### config.mk
export PLATFORM = sky130hd
export DESIGN_NAME = io_port_bank
export DESIGN_NICKNAME = d
export VERILOG_FILES = /design/src/rtl/io_port_bank.sv
export SDC_FILE = /design/constraint.sdc
export NUM_CORES = 1
export LEC_CHECK = 0
export CAP_MARGIN = 40
export CORE_ASPECT_RATIO = 0.5
export CORE_MARGIN = 2
export CORE_UTILIZATION = 29
export DETAILED_ROUTE_END_ITERATION = 10
export PLACE_DENSITY_LB_ADDON = 0.2
export SYNTH_ARGS = -nofsm -noshare
export SYNTH_HDL_FRONTEND = slang
export SYNTH_SLANG_ARGS = --single-unit
export TNS_END_PERCENT = 1
### constraint.sdc
create_clock -name clock -period 3.4 [get_ports clock]
set_clock_uncertainty 0.2 [all_clocks]
set_input_delay 0.68 -clock clock [delete_from_list [all_inputs] [get_ports clock]]
set_output_delay 0.68 -clock clock [all_outputs]
set_load 0.03 [all_outputs]
### src/rtl/io_port_bank.sv
// Memory-mapped I/O port bank: registered output ports with read-back and
// 2-flop synchronised input ports with sticky change flags and an irq.
module io_port_bank #(
  parameter int DATA_W    = 8,
  parameter int ADDR_W    = 8,
  parameter int N_PORTS   = 8,
  parameter int OUT_BASE  = 'hE0,
  parameter int STAT_BASE = 'hE8,
  parameter int IN_BASE   = 'hF0
) (
  input  logic                        clock,
  input  logic                        reset,
  input  logic [ADDR_W-1:0]           address,
  input  logic [DATA_W-1:0]           data_in,
  input  logic                        write,
  output logic [DATA_W-1:0]           data_out,
  output logic                        hit,
  input  logic [N_PORTS*DATA_W-1:0]   port_in,
  output logic [N_PORTS*DATA_W-1:0]   port_out,
  output logic                        irq
);

  localparam longint SPACE = longint'(1) << ADDR_W;

  function automatic bit overlap(input longint a, input longint b);
    return (a < b + N_PORTS) && (b < a + N_PORTS);
  endfunction

  if (N_PORTS < 1 || N_PORTS > 16 || DATA_W < 2 ||
      OUT_BASE < 0 || STAT_BASE < 0 || IN_BASE < 0 ||
      OUT_BASE + N_PORTS > SPACE || STAT_BASE + N_PORTS > SPACE ||
      IN_BASE + N_PORTS > SPACE ||
      overlap(OUT_BASE, STAT_BASE) || overlap(OUT_BASE, IN_BASE) ||
      overlap(STAT_BASE, IN_BASE)) begin : g_bad_cfg
    $error("io_port_bank: invalid port map or parameter range");
  end

  logic [N_PORTS-1:0][DATA_W-1:0] pin, out_q, sync2_q;
  logic [N_PORTS-1:0]             flag_q, en_q;
  logic                           irq_q;

  assign pin      = port_in;
  assign port_out = out_q;
  assign irq      = irq_q;

  for (genvar i = 0; i < N_PORTS; i++) begin : g_port
    logic [DATA_W-1:0] o_q, s1_q, s2_q;
    logic              f_q, f_d, e_q;
    logic              out_wr, stat_wr, chg;

    assign out_wr  = write && (address == ADDR_W'(OUT_BASE + i));
    assign stat_wr = write && (address == ADDR_W'(STAT_BASE + i));
    assign chg     = (s1_q != s2_q);
    // A change on the same edge as a W1C keeps the flag set.
    assign f_d     = chg ? 1'b1 : ((stat_wr && data_in[0]) ? 1'b0 : f_q);

    always_ff @(posedge clock or negedge reset) begin
      if (!reset) begin
        o_q  <= '0;
        s1_q <= '0;
        s2_q <= '0;
        f_q  <= 1'b0;
        e_q  <= 1'b0;
      end else begin
        if (out_wr)  o_q <= data_in;
        if (stat_wr) e_q <= data_in[1];
        s1_q <= pin[i];
        s2_q <= s1_q;
        f_q  <= f_d;
      end
    end

    assign out_q[i]   = o_q;
    assign sync2_q[i] = s2_q;
    assign flag_q[i]  = f_q;
    assign en_q[i]    = e_q;
  end

  always_ff @(posedge clock or negedge reset) begin
    if (!reset) irq_q <= 1'b0;
    else        irq_q <= |(flag_q & en_q);
  end

  always_comb begin
    data_out = '0;
    hit      = 1'b0;
    for (int i = 0; i < N_PORTS; i++) begin
      if (address == ADDR_W'(OUT_BASE + i)) begin
        hit      = 1'b1;
        data_out = out_q[i];
      end
      if (address == ADDR_W'(STAT_BASE + i)) begin
        hit      = 1'b1;
        data_out = DATA_W'({en_q[i], flag_q[i]});
      end
      if (address == ADDR_W'(IN_BASE + i)) begin
        hit      = 1'b1;
        data_out = sync2_q[i];
      end
    end
  end

endmodule

==> results of run 1 <==
kinds of logic after synthesis:
logic type / Yosys count
xor+xnor: 65
compound gates: 145
simple gates: 159
flops: 209
mux: 99
buf+inv: 32
how the worst max path moves through the flow:
| stage | endpoint | slack, ns |
|---|---|---|
| 3_5_place_dp | data_out[1] | -0.57 |
| 5_1_grt | data_out[2] | -0.1 |
| 2_1_floorplan | data_out[6] | 0.16 |
| 3_3_place_gp | data_out[5] | -0.53 |
| 4_1_cts | data_out[1] | 0.004 |
| 6_report | data_out[2] | -0.05 |
through the flow:
stage / cell area, um2 / std cells / TNS (ns) / utilization, %
5_1_grt: 12780 / 1402 / -0.3861 / 42.42
4_1_cts: 12670 / 1398 / 0 / 42.06
3_5_place_dp: 11730 / 1353 / -4.082 / 38.94
2_1_floorplan: 8815 / 709 / 0 / -
6_report: 12780 / 1402 / -0.04967 / 42.42
3_3_place_gp: 11730 / 1353 / -3.806 / 38.94
registers in the layout, indices dropped and copies added, names as in the netlist:
| name | flops |
|---|---|
| g_port.s1_q | 64 |
| irq | 1 |
| g_port.o_q | 64 |
| g_port.f_q | 8 |
| g_port.e_q | 8 |
| g_port.s2_q | 64 |
cells in the mapped netlist (2+ instances only):
cell type,instances
a211o_1,6
clkbuf_1,9
nand2_1,43
nand3_1,25
nor2_2,3
nor2_1,27
a21oi_1,25
nand2b_1,4
o31ai_1,2
a31oi_1,4
a22oi_1,7
o2bb2ai_1,3
o22ai_1,5
nor3_1,13
o2111ai_1,2
nor2b_1,8
a21o_1,3
a211oi_1,9
a32oi_1,3
xor2_1,65
inv_1,3
mux4_2,2
a2bb2oi_1,3
a221oi_1,7
dfrtp_1,209
nor3_2,2
buf_2,15
nor4_1,19
or4_1,2
nand4b_1,2
o221ai_1,2
buf_4,2
mux2_2,74
o21ai_0,48
nand4_1,3
o211ai_1,4
mux2i_1,23
a221o_1,3
layout make-up:
cell class / instances / area, um2
Fill cell: 2854 / 17340
Sequential cell: 209 / 5231
Multi-Input combinational cell: 468 / 3602
Timing Repair Buffer: 285 / 2680
Clock buffer: 24 / 556.8
Tap cell: 399 / 499.2
Clock inverter: 13 / 193.9
Inverter: 4 / 15.01
what timing repair did:
| action | CTS | global route |
|---|---|---|
| setup buffers | 8 | 4 |
| setup endpoints to repair | 8 | 8 |
| pin swaps | 19 | 13 |
| gates resized for setup | 69 | 25 |
| hold endpoints to repair | 57 | 0 |
| hold buffers | 1 | 0 |
per-layer routing:
layer	vias to the layer above	track usage [%]	wire length, um
met4	0	4.473	639
met2	201	29.89	13710
met5	-	0	0
li1	3150	-	-
met3	40	4.482	1950
met1	3581	27.86	14460
report_power, final:
part           switching [mW]  internal [mW]  leakage [nW]
registers               0.116           2.61          2.57
logic                   0.371          0.338          2.68
clock network           0.985           1.56         0.377
==> results.toml, run 1 <==
[worst_setup_path]
path_class = "in2out"
cpLargestDelayFamily = "compound AO/OA/AOI/OAI gates"
r2r-start = "g_port[3].s2_q[1]"
cp-startpoint = "address[4]"
cp-end-kind = "primary output"
crit_path_start_kind = "input pin"
critical_path.cell_chain = "buf_8, nand4b_1, or3_4, buf_6, o21ai_2, a221oi_2, o21a_1, a211o_1, buf_12"
cp_num_buf_inv = 3
cp_data_required_time_ns = 2.52
critPathMaxStageDelay_ns = 0.48
worstRegToRegCells = 3
slowest_stage = "or3_4"
r2r_end = "g_port[3].f_q"
crit_cells = 9
crit_fanout = 7
critical_path_arrival_ns = 2.57
r2r_slack_ns = 1.67

[clock_tree]
clock_path_buffers = 3
cts_root_buffer = "clkbuf_16"
htreeDepth = 1
clock-sinks = 209
cts_tree = "built"
path_clk_slew_ns = 0.07
clk_latency_ns = 0.52
numCtsBuffers = 21

[placement]
io_buffers = 156
pre_cts_ws_ns = -0.5687
dpl.hpwl_mm = 24.08
routabilityCongestion = 0.9162

[synthesis]
synth_nets = 792
syn-mean-instance-area_um2 = 12.43
syn-instance-count = 709
synth_compound_area_share_pct = 10.66
synth_seq_cells = 209
yosysWarnings = 0
syn_area_um2 = 8815
synth_seq_area_share_pct = 59.33
synth.area.mux_share_pct = 12.58
dominantRegCellSynth = "dfrtp_1"
yosys-top-cells-area = "dfrtp_1, mux2_2, xor2_1, o21ai_0, mux2i_1"
yosys.area.top_type = "dfrtp_1"
synth_cell_types = 58
synth_enable_flop_cells = 0
synth_top_area_share_pct = 59.33
synth_top_family_by_area = "multiplexers"
yosys.area_share.simple_pct = 9.226
synthAdderAreaFrac_pct = 0
async_flop_share_pct = 100.0
synthXorXnorAreaFrac_pct = 6.458

[floorplan]
fp.dieW_um = 250.6
rows = 45
dieArea_um2 = 31890
die_h_um = 127.3
core_um2 = 30120
ios = 157
initial_core_util_pct = 29.26

[route]
route.detailed.drc = 0
ant_nets = 0
vias = 6972
first_iter_violations = 437
wl_per_cell_um = 21.94
viasPerCell = 4.973
first_pass_iters = 6
wl_mm = 30.76

[timing]
period_needed_ns = 3.448
rsz0062_at_grt = "true"
worstMarginPinSlew_ns = 0.7573
setup_viol = 2
timing.fmax_mhz = 290.0
timing_hold_violations_final = 0
fin_crit_sh_pct = 101.4
slew_headroom_pct = 49.05
setup_ws_ns = -0.04830
slew_violations = 0
holdWs_ns = 0.1898

[job]
max_cap_violations = 0

[layout]
final_cell_mix = "dfrtp_1, clkdlybuf4s50_1, buf_4, mux2_2, xor2_1"
nNetsFinal = 1072
layout_commonest_cell = "dfrtp_1"
drive_gt1_share_pct = 29.61
syn2layout_area_growth_pct = 44.97
diodes = 0

[hold_path]
hold_end = "g_port[3].s2_q[2]"
min-delay-start = "g_port[3].s1_q[2]"
hold_depth = 0
min_path_type = "reg2reg"

[grt]
antenna_found_initial = 1
grt_pass1_wl_mm = 46.33
grt_max_degree = 63
track_usage_pct = 19.41
grt_remaining_overflow = 0
grt_pass1_vias = 7317

[power]
fin_total_pwr_mw = 5.974
p_leak_nw = 5.626
power_density_nw_per_um2 = 467.5
vdd_drop_max_mv = 0.2605

[outcome]
violations = "setup timing"
status = "complete, but fails checks"
(Power assumes the default switching activity.)
==> inputs of run 2 (changes only) <==
--- a/config.mk
+++ b/config.mk
@@ -14,4 +14,4 @@
 export SYNTH_ARGS = -nofsm -noshare
 export SYNTH_HDL_FRONTEND = slang
 export SYNTH_SLANG_ARGS = --single-unit
-export TNS_END_PERCENT = 1
+export TNS_END_PERCENT = 30
==> results.toml, run 2 (same netlist as run 1, synthesis figures left out) <==
[placement]
io_buffers = 156
routabilityCongestion = 0.9162
dpl.hpwl_mm = 24.08
pre_cts_ws_ns = -0.5687
post_dp_cell_area_um2 = 11730

[layout]
diodes = 0
final_cell_area_um2 = 12880
final_cell_mix = "dfrtp_1, clkdlybuf4s50_1, buf_4, mux2_2, xor2_1"
fillCellCount = 2840
drive_gt1_share_pct = 30.42
nNetsFinal = 1075
syn2layout_area_growth_pct = 46.08
layout_commonest_cell = "dfrtp_1"
top_regs = "g_port.o_q: 64 flops, g_port.s1_q: 64 flops, g_port.s2_q: 64 flops"

[job]
max_cap_violations = 0

[worst_setup_path]
cpLargestDelayFamily = "buffers and inverters"
cp_num_buf_inv = 5
cp_data_required_time_ns = 2.52
critical_path_arrival_ns = 2.53
r2r_end = "g_port[3].f_q"
r2r_slack_ns = 1.67
cpMostUsedCell = "buf_4"
path_class = "in2out"
worstRegToRegCells = 3
slowest_stage = "mux4_2"
crit_path_start_kind = "input pin"
critical_path.cell_chain = "buf_2, buf_4, buf_4, mux4_2, o2111ai_1, o221ai_1, buf_4, buf_12"
r2r-start = "g_port[3].s2_q[1]"
cp-end-kind = "primary output"
critPathMaxStageDelay_ns = 0.60
crit_fanout = 8

[clock_tree]
clock_path_buffers = 3
cts_tree = "built"
numCtsBuffers = 21
clk_latency_ns = 0.52
path_clk_slew_ns = 0.08
cts_root_buffer = "clkbuf_16"
clock-sinks = 209
htreeDepth = 1

[route]
route.detailed.drc = 0
wl_mm = 30.84
vias = 6980
viasPerCell = 4.968
first_pass_iters = 5
wl_per_cell_um = 21.95
ant_nets = 0
first_iter_violations = 447

[hold_path]
hold_end = "g_port[3].s2_q[2]"
min-delay-start = "g_port[3].s1_q[2]"
hold_depth = 0
min_path_type = "reg2reg"

[timing]
setup_viol = 2
slew_headroom_pct = 49.44
rsz0062_at_grt = "true"
worstMarginPinSlew_ns = 0.7515
holdWs_ns = 0.1895
period_needed_ns = 3.412
timing.fmax_mhz = 293.1
slew_violations = 0
finalSetupTns_ns = -0.01322
fin_crit_sh_pct = 100.3
setup_ws_ns = -0.01164
timing_hold_violations_final = 0

[power]
vdd_drop_max_mv = 0.2627
power_density_nw_per_um2 = 465.1
p_leak_nw = 5.658

[grt]
grt_pass1_vias = 7309
antenna_found_initial = 1
grt_max_degree = 63
track_usage_pct = 19.39
grt_remaining_overflow = 0
grt_pass1_wl_mm = 46.29

[floorplan]
rows = 45
initial_core_util_pct = 29.26
die_h_um = 127.3
ios = 157
fp.dieW_um = 250.6
dieArea_um2 = 31890
core_um2 = 30120

[outcome]
status = "complete, but fails checks"
violations = "setup timing"
[run 2: cell types whose count changed in the layout (fill, tap and decap cells not counted), moves of 2 or more]
| cell | previous run | this run |
|---|---|---|
| a221oi_1 | 3 | 1 |
| a221oi_2 | 4 | 6 |
| buf_6 | 13 | 16 |
| mux2i_1 | 23 | 21 |
| o21ai_0 | 40 | 36 |
| o21ai_1 | 7 | 11 |
[run 2: what timing repair did]
| action | 4_1_cts | 5_1_grt |
|---|---|---|
| buffers inserted | 9 | 7 |
| hold endpoints to repair | 57 | 0 |
| resized for setup | 68 | 45 |
| endpoints found under the setup margin | 8 | 8 |
| hold buffers | 1 | 0 |
| pin swaps | 19 | 16 |
[run 2: how the worst max path moves through the flow]
stage                          start          end  slack (ns)  cells past startpoint
after floorplan           address[0]  data_out[6]        0.16                      8
after global placement    address[4]  data_out[5]       -0.53                     10
after detailed placement  address[5]  data_out[1]       -0.57                      9
after CTS                 address[4]  data_out[2]       0.005                      9
after global routing      address[4]  data_out[2]       -0.08                      9
final                     address[0]  data_out[6]       -0.01                      8
[run 2: power breakdown]
group / total, mW / internal, mW / switching [mW]
sequential: 2.73 / 2.61 / 0.116
combinational: 0.719 / 0.344 / 0.375
clock: 2.54 / 1.56 / 0.989
[run 2: metrics by stage]
stage               power, mW  cells  utilization, %
CTS                     6.039   1399           42.07
floorplan               3.014    709               -
global route            6.219   1405           42.75
finish                  5.988   1405           42.75
detailed placement      3.458   1353           38.94
global placement        3.454   1353           38.94
[run 2: routing by layer]
| metal | share of wire (%) | track usage [%] | routed length, um |
|---|---|---|---|
| met4 | 2.1 | 4.227 | 636 |
| met3 | 6.3 | 4.584 | 1945 |
| met1 | 47 | 27.78 | 14450 |
| met5 | 0 | 0 | 0 |
| met2 | 45 | 29.95 | 13810 |
[run 2: final cells by class]
cell class,count,area (um2),area share [%]
Timing Repair Buffer,288,2724,21.15
Clock inverter,13,193.9,1.506
Sequential cell,209,5231,40.63
Tap cell,399,499.2,3.877
Inverter,4,15.01,0.1166
Multi-Input combinational cell,468,3656,28.39
Clock buffer,24,556.8,4.324
